[src/rtl/sd_cmd_responder.sv]
// ---------------------------------------------------------------------------
// sd_cmd_responder
//   Card-side responder for the SD CMD line, running on sdClk. Receives
//   48-bit host command frames, checks the transmission bit, CRC7 and end
//   bit, hands index/argument to local card logic, and then serializes the
//   48-bit (R1/R3) or 136-bit (R2) response supplied by that logic with the
//   required NCR spacing. Used for loopback bring-up of the uSD host path.
//
// Parameters
//   NCR       minimum cycles from command end bit to response start bit
//   NCR_MAX   cycles after the end bit after which an unanswered command
//             times out
//
// Ports
//   sdClk       in   SD clock, all logic on the rising edge
//   sysRstN     in   asynchronous active-low reset
//   sdCmdIn     in   CMD line input
//   sdCmdOut    out  CMD line drive value (1 whenever sdCmdEn=0)
//   sdCmdEn     out  CMD output enable
//   cmdValid    out  one-cycle pulse, received command fields valid
//   cmdIndex    out  received command index (held until next cmdValid)
//   cmdArg      out  received argument (held until next cmdValid)
//   cmdCrcErr   out  qualifies cmdValid: CRC7 mismatch or end bit 0
//   rspReady    out  high while waiting for a response from local logic
//   rspValid    in   response request, accepted on rspValid & rspReady
//   rspType     in   0 none, 1 R1-style, 2 R3, 3 R2 (136-bit)
//   rspData     in   R1/R3 payload in [31:0], R2 CID/CSD in [127:8]
//   rspTimeout  out  one-cycle pulse, no response accepted in time
//   busy        out  high in any state other than IDLE
// ---------------------------------------------------------------------------
module sd_cmd_responder #(
    parameter int NCR     = 2,
    parameter int NCR_MAX = 64
) (
    input  logic         sdClk,
    input  logic         sysRstN,
    input  logic         sdCmdIn,
    output logic         sdCmdOut,
    output logic         sdCmdEn,
    output logic         cmdValid,
    output logic [5:0]   cmdIndex,
    output logic [31:0]  cmdArg,
    output logic         cmdCrcErr,
    output logic         rspReady,
    input  logic         rspValid,
    input  logic [1:0]   rspType,
    input  logic [127:0] rspData,
    output logic         rspTimeout,
    output logic         busy
);

    localparam int WW = $clog2(NCR_MAX + 1);

    typedef enum logic [2:0] {
        S_IDLE,
        S_RX,
        S_WAIT,
        S_DLY,
        S_TX,
        S_END
    } state_t;

    state_t         r_state;
    logic [7:0]     r_bitn;     // index of the frame bit handled at this edge
    logic [6:0]     r_crc;      // running CRC7 (shared by RX and TX)
    logic [44:0]    r_rxsr;     // received bits 45..1
    logic           r_arm;      // start detection enabled (IDLE for >1 cycle)
    logic [WW-1:0]  r_wcnt;     // cycles since the end bit was sampled
    logic [1:0]     r_rtype;
    logic [127:0]   r_rdata;
    logic [135:0]   r_txsr;     // remaining TX bits, next bit at [135]
    logic           r_gencrc;   // CRC field comes from r_crc (not R3)
    logic           r_isr2;     // 136-bit frame, CRC window starts at bit 127

    logic           r_out;
    logic           r_en;
    logic           r_valid;
    logic [5:0]     r_idx;
    logic [31:0]    r_arg;
    logic           r_err;
    logic           r_tmo;

    logic           w_hs;
    logic [6:0]     w_rx_crc;
    logic           w_rx_err;
    logic [1:0]     w_ld_type;
    logic [127:0]   w_ld_data;
    logic [135:0]   w_frame;
    logic           w_load;
    logic           w_ncr_ok;
    logic           w_tx_bit;
    logic           w_tx_inwin;

    // CRC7, polynomial x^7 + x^3 + 1, one bit MSB first
    function automatic logic [6:0] crc7_step(input logic [6:0] c, input logic b);
        logic fb;
        fb = c[6] ^ b;
        return {c[5:0], 1'b0} ^ {3'b000, fb, 2'b00, fb};
    endfunction

    assign w_hs     = rspValid && (r_state == S_WAIT);
    assign w_rx_crc = crc7_step(r_crc, sdCmdIn);
    // Evaluated when the end bit is on the line: r_rxsr[6:0] is the CRC field
    assign w_rx_err = (r_rxsr[6:0] != r_crc) || !sdCmdIn;
    assign w_ncr_ok = (r_wcnt >= WW'(NCR - 1));

    // In WAIT the response comes straight from the handshake inputs so the
    // start bit can go out on the handshake edge; in DLY it is the latched copy.
    assign w_ld_type = (r_state == S_WAIT) ? rspType : r_rtype;
    assign w_ld_data = (r_state == S_WAIT) ? rspData : r_rdata;

    assign w_load = ((r_state == S_WAIT) && w_hs && (rspType != 2'd0) && w_ncr_ok) ||
                    ((r_state == S_DLY) && w_ncr_ok);

    // Full response frame, left-aligned; CRC field is zero when the CRC
    // is generated on the fly during TX.
    always_comb begin
        w_frame = '0;
        case (w_ld_type)
            2'd1:    w_frame = {2'b00, r_idx, w_ld_data[31:0], 7'h00, 1'b1, 88'h0};
            2'd2:    w_frame = {2'b00, 6'h3F, w_ld_data[31:0], 7'h7F, 1'b1, 88'h0};
            2'd3:    w_frame = {2'b00, 6'h3F, w_ld_data[127:8], 7'h00, 1'b1};
            default: w_frame = '0;
        endcase
    end

    // Bits 7..1 of a generated-CRC frame come from the running CRC, MSB first
    assign w_tx_bit   = (r_gencrc && (r_bitn >= 8'd1) && (r_bitn <= 8'd7)) ?
                        r_crc[r_bitn[2:0] - 3'd1] : r_txsr[135];
    assign w_tx_inwin = (r_bitn >= 8'd8) && (!r_isr2 || (r_bitn <= 8'd127));

    always_ff @(posedge sdClk or negedge sysRstN) begin
        if (!sysRstN) begin
            r_state  <= S_IDLE;
            r_bitn   <= '0;
            r_crc    <= '0;
            r_rxsr   <= '0;
            r_arm    <= 1'b1;
            r_wcnt   <= '0;
            r_rtype  <= '0;
            r_rdata  <= '0;
            r_txsr   <= '0;
            r_gencrc <= 1'b0;
            r_isr2   <= 1'b0;
            r_out    <= 1'b1;
            r_en     <= 1'b0;
            r_valid  <= 1'b0;
            r_idx    <= '0;
            r_arg    <= '0;
            r_err    <= 1'b0;
            r_tmo    <= 1'b0;
        end else begin
            r_valid <= 1'b0;
            r_tmo   <= 1'b0;
            // A start bit on the first IDLE cycle after leaving another state
            // is ignored.
            r_arm   <= (r_state == S_IDLE);

            case (r_state)
                S_IDLE: begin
                    if (r_arm && !sdCmdIn) begin
                        r_state <= S_RX;
                        r_bitn  <= 8'd46;
                        r_crc   <= '0;   // start bit 0 leaves a zero CRC unchanged
                    end
                end

                S_RX: begin
                    r_rxsr <= {r_rxsr[43:0], sdCmdIn};
                    r_bitn <= r_bitn - 8'd1;
                    if (r_bitn >= 8'd8)
                        r_crc <= w_rx_crc;
                    if ((r_bitn == 8'd46) && !sdCmdIn) begin
                        r_state <= S_IDLE;
                    end else if (r_bitn == 8'd0) begin
                        r_valid <= 1'b1;
                        r_idx   <= r_rxsr[44:39];
                        r_arg   <= r_rxsr[38:7];
                        r_err   <= w_rx_err;
                        r_wcnt  <= WW'(1);
                        r_state <= w_rx_err ? S_IDLE : S_WAIT;
                    end
                end

                S_WAIT: begin
                    if (w_hs) begin
                        r_rtype <= rspType;
                        r_rdata <= rspData;
                        r_wcnt  <= r_wcnt + WW'(1);
                        if (rspType == 2'd0)
                            r_state <= S_IDLE;
                        else
                            r_state <= S_DLY;   // overridden by w_load below
                    end else if (r_wcnt == WW'(NCR_MAX - 1)) begin
                        r_tmo   <= 1'b1;
                        r_state <= S_IDLE;
                    end else begin
                        r_wcnt <= r_wcnt + WW'(1);
                    end
                end

                S_DLY: begin
                    r_wcnt <= r_wcnt + WW'(1);
                end

                S_TX: begin
                    r_out  <= w_tx_bit;
                    r_txsr <= {r_txsr[134:0], 1'b0};
                    r_bitn <= r_bitn - 8'd1;
                    if (w_tx_inwin)
                        r_crc <= crc7_step(r_crc, r_txsr[135]);
                    if (r_bitn == 8'd0)
                        r_state <= S_END;
                end

                S_END: begin
                    r_en    <= 1'b0;
                    r_out   <= 1'b1;
                    r_state <= S_IDLE;
                end

                default: r_state <= S_IDLE;
            endcase

            // Start bit goes out on this edge; the rest of the frame is
            // shifted from r_txsr, bit L-2 first.
            if (w_load) begin
                r_state  <= S_TX;
                r_en     <= 1'b1;
                r_out    <= 1'b0;
                r_txsr   <= {w_frame[134:0], 1'b0};
                r_bitn   <= (w_ld_type == 2'd3) ? 8'd134 : 8'd46;
                r_crc    <= '0;
                r_gencrc <= (w_ld_type != 2'd2);
                r_isr2   <= (w_ld_type == 2'd3);
            end
        end
    end

    assign sdCmdOut   = r_out | ~r_en;
    assign sdCmdEn    = r_en;
    assign cmdValid   = r_valid;
    assign cmdIndex   = r_idx;
    assign cmdArg     = r_arg;
    assign cmdCrcErr  = r_err;
    assign rspReady   = (r_state == S_WAIT);
    assign rspTimeout = r_tmo;
    assign busy       = (r_state != S_IDLE);

endmodule

[config.mk]
export PLATFORM = sky130hd
export DESIGN_NAME = sd_cmd_responder
export DESIGN_NICKNAME = d
export VERILOG_FILES = /design/src/rtl/sd_cmd_responder.sv
export SDC_FILE = /design/constraint.sdc
export NUM_CORES = 1
export LEC_CHECK = 0
export ABC_AREA = 1
export CAP_MARGIN = 5
export CORE_AREA = 8 8 155 230
export CTS_BUF_LIST = sky130_fd_sc_hd__clkbuf_2
export DETAILED_ROUTE_END_ITERATION = 10
export DIE_AREA = 0 0 163 238
export GPL_ROUTABILITY_DRIVEN = 0
export PLACE_DENSITY_LB_ADDON = 0.05
export SETUP_SLACK_MARGIN = 0.02
export SLEW_MARGIN = 20
export SYNTH_ARGS = -nofsm -noshare
export SYNTH_HDL_FRONTEND = slang
export SYNTH_SLANG_ARGS = --single-unit
[constraint.sdc]
create_clock -name sdClk -period 5.9 [get_ports sdClk]
set_clock_uncertainty 0.05 [all_clocks]
set_input_delay 1.18 -clock sdClk [delete_from_list [all_inputs] [get_ports sdClk]]
set_output_delay 1.18 -clock sdClk [all_outputs]
set_load 0.005 [all_outputs]
**Word-level counts from Yosys, hierarchy flattened**

Index checks and enable logic that the tools add are counted.
Widths: inputs -> output; s select.

- Word-level logic and storage cells: 131
- Output and inout port bits: 45
- Register bits after elaboration: 382

- Magnitude comparators: 6
- Bitwise gates (word level): 7
- Add/sub/neg operators: 3
- Equal/unequal tests: 22
- Reductions and logical operators: 33
- Muxes and demuxes: 42

Operator list:

| operator | count |
|---|---|
| $pmux 134 s3 | 1 |
| $mux 136 | 2 |
| $mux 128 | 1 |
| $mux 7 | 8 |
| $pmux 7 s3 | 2 |
| $mux 8 | 3 |
| $mux 3 | 7 |
| $pmux 8 s2 | 1 |
| $pmux 3 s5 | 1 |
| $xor 7x4->7 | 2 |
| $ne 3x3->1 const B | 4 |
| $reduce_bool 3->1 | 4 |
| $mux 1 | 11 |
| $logic_and 1x1->1 | 10 |
| $eq 8x6->1 const B | 1 |
| $ge 8x1->1 const B | 1 |
| $ge 8x4->1 const B | 1 |
| $le 8x3->1 const B | 1 |
| $le 8x7->1 const B | 1 |
| $logic_not 8->1 | 1 |
| $ne 2x2->1 const B | 4 |
| $reduce_and 4->1 | 2 |
| $sub 8x1->8 const B | 1 |
| $add 7x1->7 const B | 1 |
| other kinds (29) | 42 |

**Longest topological paths before layout**

- Depth after elaboration: 8
- Gate-level depth with buffers: 13
- Gate-level depth less buffers: 12

**Worst setup path before layout**

OpenSTA, ideal clock, no wires.

- Path type: input-to-reg
- Start point: input port rspValid
- End point: register r_txsr[87]
- Library setup time: 0.113 ns
- Arrival time: 2.174 ns
- Slack: 3.563 ns
- Path buffers: 2
- Stages: 11
- Path through: inv_1 nor2_2 o21ai_2 nand2_2 nand2_4 buf_2 buf_2 o21ai_0 nand2_1 nand2_1 inv_1

- Word-level cells in the longest chain between the ends: 6
- Elaborated cells between the ends (all ways): 7

RTL lines:

| what | RTL line | source |
|---|---|---|
| start, declared | 45 | `input logic rspValid,` |
| $logic_and 1x1->1 * | 101 | `assign w_hs = rspValid && (r_state == S_WAIT);` |
| $logic_and 1x1->1 * (3 in a row) | 112 | `assign w_load = ((r_state == S_WAIT) && w_hs && (rspType != 2'd0) && w_ncr_ok) \|\|` |
| $logic_or 1x1->1 * | 112 |  |
| $mux 136 / $reduce_bool 2->1 (equally long branches) | - |  |
| end signal, assigned | 208 | `r_txsr <= {r_txsr[134:0], 1'b0};` |
| end signal, assigned | 231 | `r_txsr <= {w_frame[134:0], 1'b0};` |
| end, declared | 71 | `logic [135:0] r_txsr;` |

Every way passes the cells marked *; elsewhere a longest branch is shown, timed or not.
A chain may end at the register's enable or synchronous reset.

**Worst setup path after layout**

- Start point: register r_state[1]
- End point: output port rspReady

- Word-level cells in the longest chain between the ends: 1

RTL lines:

| what | RTL line | source |
|---|---|---|
| start, declared | 63 | `state_t r_state;` |
| start signal, assigned | 181 | `r_state <= w_rx_err ? S_IDLE : S_WAIT;` |
| $eq 3x2->1 | 246 | `assign rspReady = (r_state == S_WAIT);` |
| end, declared | 44 | `output logic rspReady,` |

Every way passes these cells.

==> impl_metrics.yaml <==
floorplan:
  die_h_um: 238
  coreArea_um2: 32200
  rows: 81
  die_w_um: 163
  start_util_pct: 58.5
  io_pins: 179
  die-area_um2: 38800
clocking:
  cts_root_buffer: "clkbuf_2"
  cts.sinks: 381
  clockBufferDepth: 3
  post_cts_buffers: 0
  htree_levels: 3
  postCtsHoldBufs: 0
  cts_buffers: 92
  clock_latency_ns: 0.96
  cts_tree: "yes"
  cts_resized: 0
  path_clk_slew_ns: 0.12
timing:
  max_freq_ghz: 0.235
  slew_violations: 0
  layout_setup_ws_ns: 1.64
  relSlewSlack_pct: 29.3
  fin_crit_sh_pct: 72.1
  rsz0062_at_grt: "false"
  hold_viol: 0
  period_needed_ns: 4.26
  setup_tns_ns: 0
  setup-violations-final: 0
  worst-slew-pin-transition_ns: 1.06
critical_path:
  cp-start-kind: "flip-flop"
  cp_max_fo: 19
  r2r-start: "r_state[0]"
  endpoint: "rspReady"
  r2r_cells: 10
  end_kind: "primary output"
  r2r-end: "r_txsr[8]"
  cp_data_required_time_ns: 4.67
  arrival_ns: 3.03
  worstSetupPathType: "flip-flop to primary output"
  rrSetupSlack_ns: 1.89
  cp-startpoint: "r_state[1]"
finish:
  n_fill_cell: 2915
  fin_nets: 2801
  area_growth_pct: 13.8
  layout-drive-gt1-share_pct: 8.13
  final_util_pct: 66.5
  finalNonFillerCells: 3135
placement:
  io_buffers: 178
  hpwl_um: 29300
  dp_cells: 2982
  pre_cts_slack_ns: 1.56
yosys:
  synth_xor_area_share_pct: 0.511
  yosysTopAreaCellShare_pct: 50.3
  ys_warn_count: 0
  synthMuxAreaShare_pct: 0
  syn_inst: 2524
  synth_seq_cells: 381
  netlist_area_um2: 18900
  synth_top_family_by_area: "simple AND/OR/NAND/NOR gates"
  synth_fa_ha_area_share_pct: 0.398
  async_flop_share_pct: 100
  ys_top_cells_by_count: "nand2_1 (932), o21ai_0 (414), dfrtp_1 (379), inv_1 (281), nand3_1 (108)"
  synth_compound_area_share_pct: 12.7
  synth_area_leader_cell: "dfrtp_1"
  syn_avg_cell_area_um2: 7.47
  yosysMostFrequentCell: "nand2_1"
  synthSimpleGateAreaFrac_pct: 26.7
  yosysSeqAreaShare_pct: 50.6
  synth-edff-count: 0
  synth.area.top_cells: "dfrtp_1 (50%), nand2_1 (19%), o21ai_0 (11%)"
  ys.flop_type: "dfrtp_1"
  synthesis.nets: 2664
  ys_types: 37
grt:
  grtUsageTotal_pct: 23.7
  overflow: 0
  grt_pass1_vias: 16012
  grt_max_degree: 139
  grt_first_pass_wirelength_um: 76500
  grt_antenna_before_repair: 1
drt:
  vias: 16341
  avgRoutedWirePerCell_um: 14.4
  vias_per_cell: 5.21
  first_pass_iters: 5
  drc: 0
  drt_iter0_drc: 1173
  wl_um: 45100
  antenna_left: 0
pwr:
  power_mw: 4.61
  irDropWorstVdd_mv: 0.134
  p_per_area_nw_per_um2: 215
  p_leak_nw: 11.5
min_path:
  hold_class: "input pin to async pin"
run:
  maxCapViolCount: 0
status:
  status: "finished, final reports clean"
-- cells in the final DEF (no fill, tap or decap), types with 31 or more instances in the layout --
| master | synthesis | layout |
|---|---|---|
| dfrtp_1 | 379 | 379 |
| nand2_1 | 932 | 931 |
| or2_2 | 46 | 46 |
| clkbuf_2 | 6 | 128 |
| o21ai_0 | 414 | 414 |
| nand3_1 | 108 | 108 |
| clkdlybuf4s50_1 | 0 | 177 |
| nor2_1 | 55 | 55 |
| a21oi_1 | 31 | 31 |
| inv_1 | 281 | 280 |
-- registers in the layout, summed over array words and instances (netlist names) --
register	cells
sdCmdEn	1
cmdCrcErr	1
r_rxsr	45
r_wcnt	7
r_isr2	1
rspTimeout	1
cmdIndex	6
r_rtype	2
r_out	1
r_txsr	135
r_bitn	8
r_crc	7
r_state	3
cmdArg	32
cmdValid	1
r_rdata	128
r_arm	1
r_gencrc	1
-- report_power, final --
| part | internal, mW | total [mW] | leakage, nW | switching [mW] |
|---|---|---|---|---|
| clock | 0.620 | 1.65 | 0.594 | 1.03 |
| combinational | 0.127 | 0.281 | 5.80 | 0.154 |
| sequential | 2.65 | 2.68 | 5.07 | 0.0238 |
| total | 3.40 | 4.61 | 11.5 | 1.21 |
-- layout make-up --
class | count | area [um2] | area share [%]
well taps | 415 | 519 | 2.42
flip-flops and latches | 381 | 9540 | 44.5
inverters | 289 | 1090 | 5.09
multi-input cells | 1706 | 7610 | 35.5
clock buffers | 128 | 641 | 2.99
repair buffers | 191 | 1930 | 8.98
clock inverters | 24 | 121 | 0.566
diodes | 1 | 2.50 | 0.0117
-- critical path: stages, from the launching register on --
cell	delay (ns)
dfrtp_1	0.89
nand2_2	0.25
nor2_2	0.35
clkdlybuf4s50_1	0.57
-- kinds of logic (layout without fill, tap and decap cells) --
kind of cell | count (synthesis) | count (layout)
AO/OA/AOI/OAI | 474 | 474
XOR/XNOR | 11 | 11
adder cells (fa/ha/maj) | 6 | 6
buffers and inverters | 437 | 632
flip-flops | 381 | 381
other | 0 | 1
AND/OR/NAND/NOR | 1215 | 1215
-- routing by layer --
| layer | vias up | routed length, um | track usage (%) |
|---|---|---|---|
| li1 | 8178 | - | - |
| met3 | 102 | 2200 | 3.66 |
| met2 | 461 | 22600 | 39.8 |
| met5 | - | 0 | 0 |
| met4 | 0 | 1560 | 11.5 |
| met1 | 7600 | 18800 | 29.2 |
-- metrics by stage --
step / area, um2 / hold slack [ns]
4_1_cts: 21400 / 0.162
2_1_floorplan: 18900 / 0.392
5_1_grt: 21400 / 0.217
6_report: 21400 / 0.201
3_5_place_dp: 20700 / 0.409
3_3_place_gp: 20700 / 0.404
-- how the worst min path moves through the flow --
stage | startpoint | to | slack [ns] | cells past startpoint
3_3_place_gp | r_rdata[100] | r_rdata[100] | 0.40 | 2
6_report | sysRstN | r_rdata[116] | 0.20 | 1
5_1_grt | sysRstN | r_rxsr[28] | 0.22 | 1
3_5_place_dp | r_rdata[100] | r_rdata[100] | 0.41 | 2
4_1_cts | sysRstN | r_state[1] | 0.16 | 1
2_1_floorplan | r_rdata[0] | r_rdata[0] | 0.39 | 2
No activity file was read; power rests on OpenSTA's default activity.
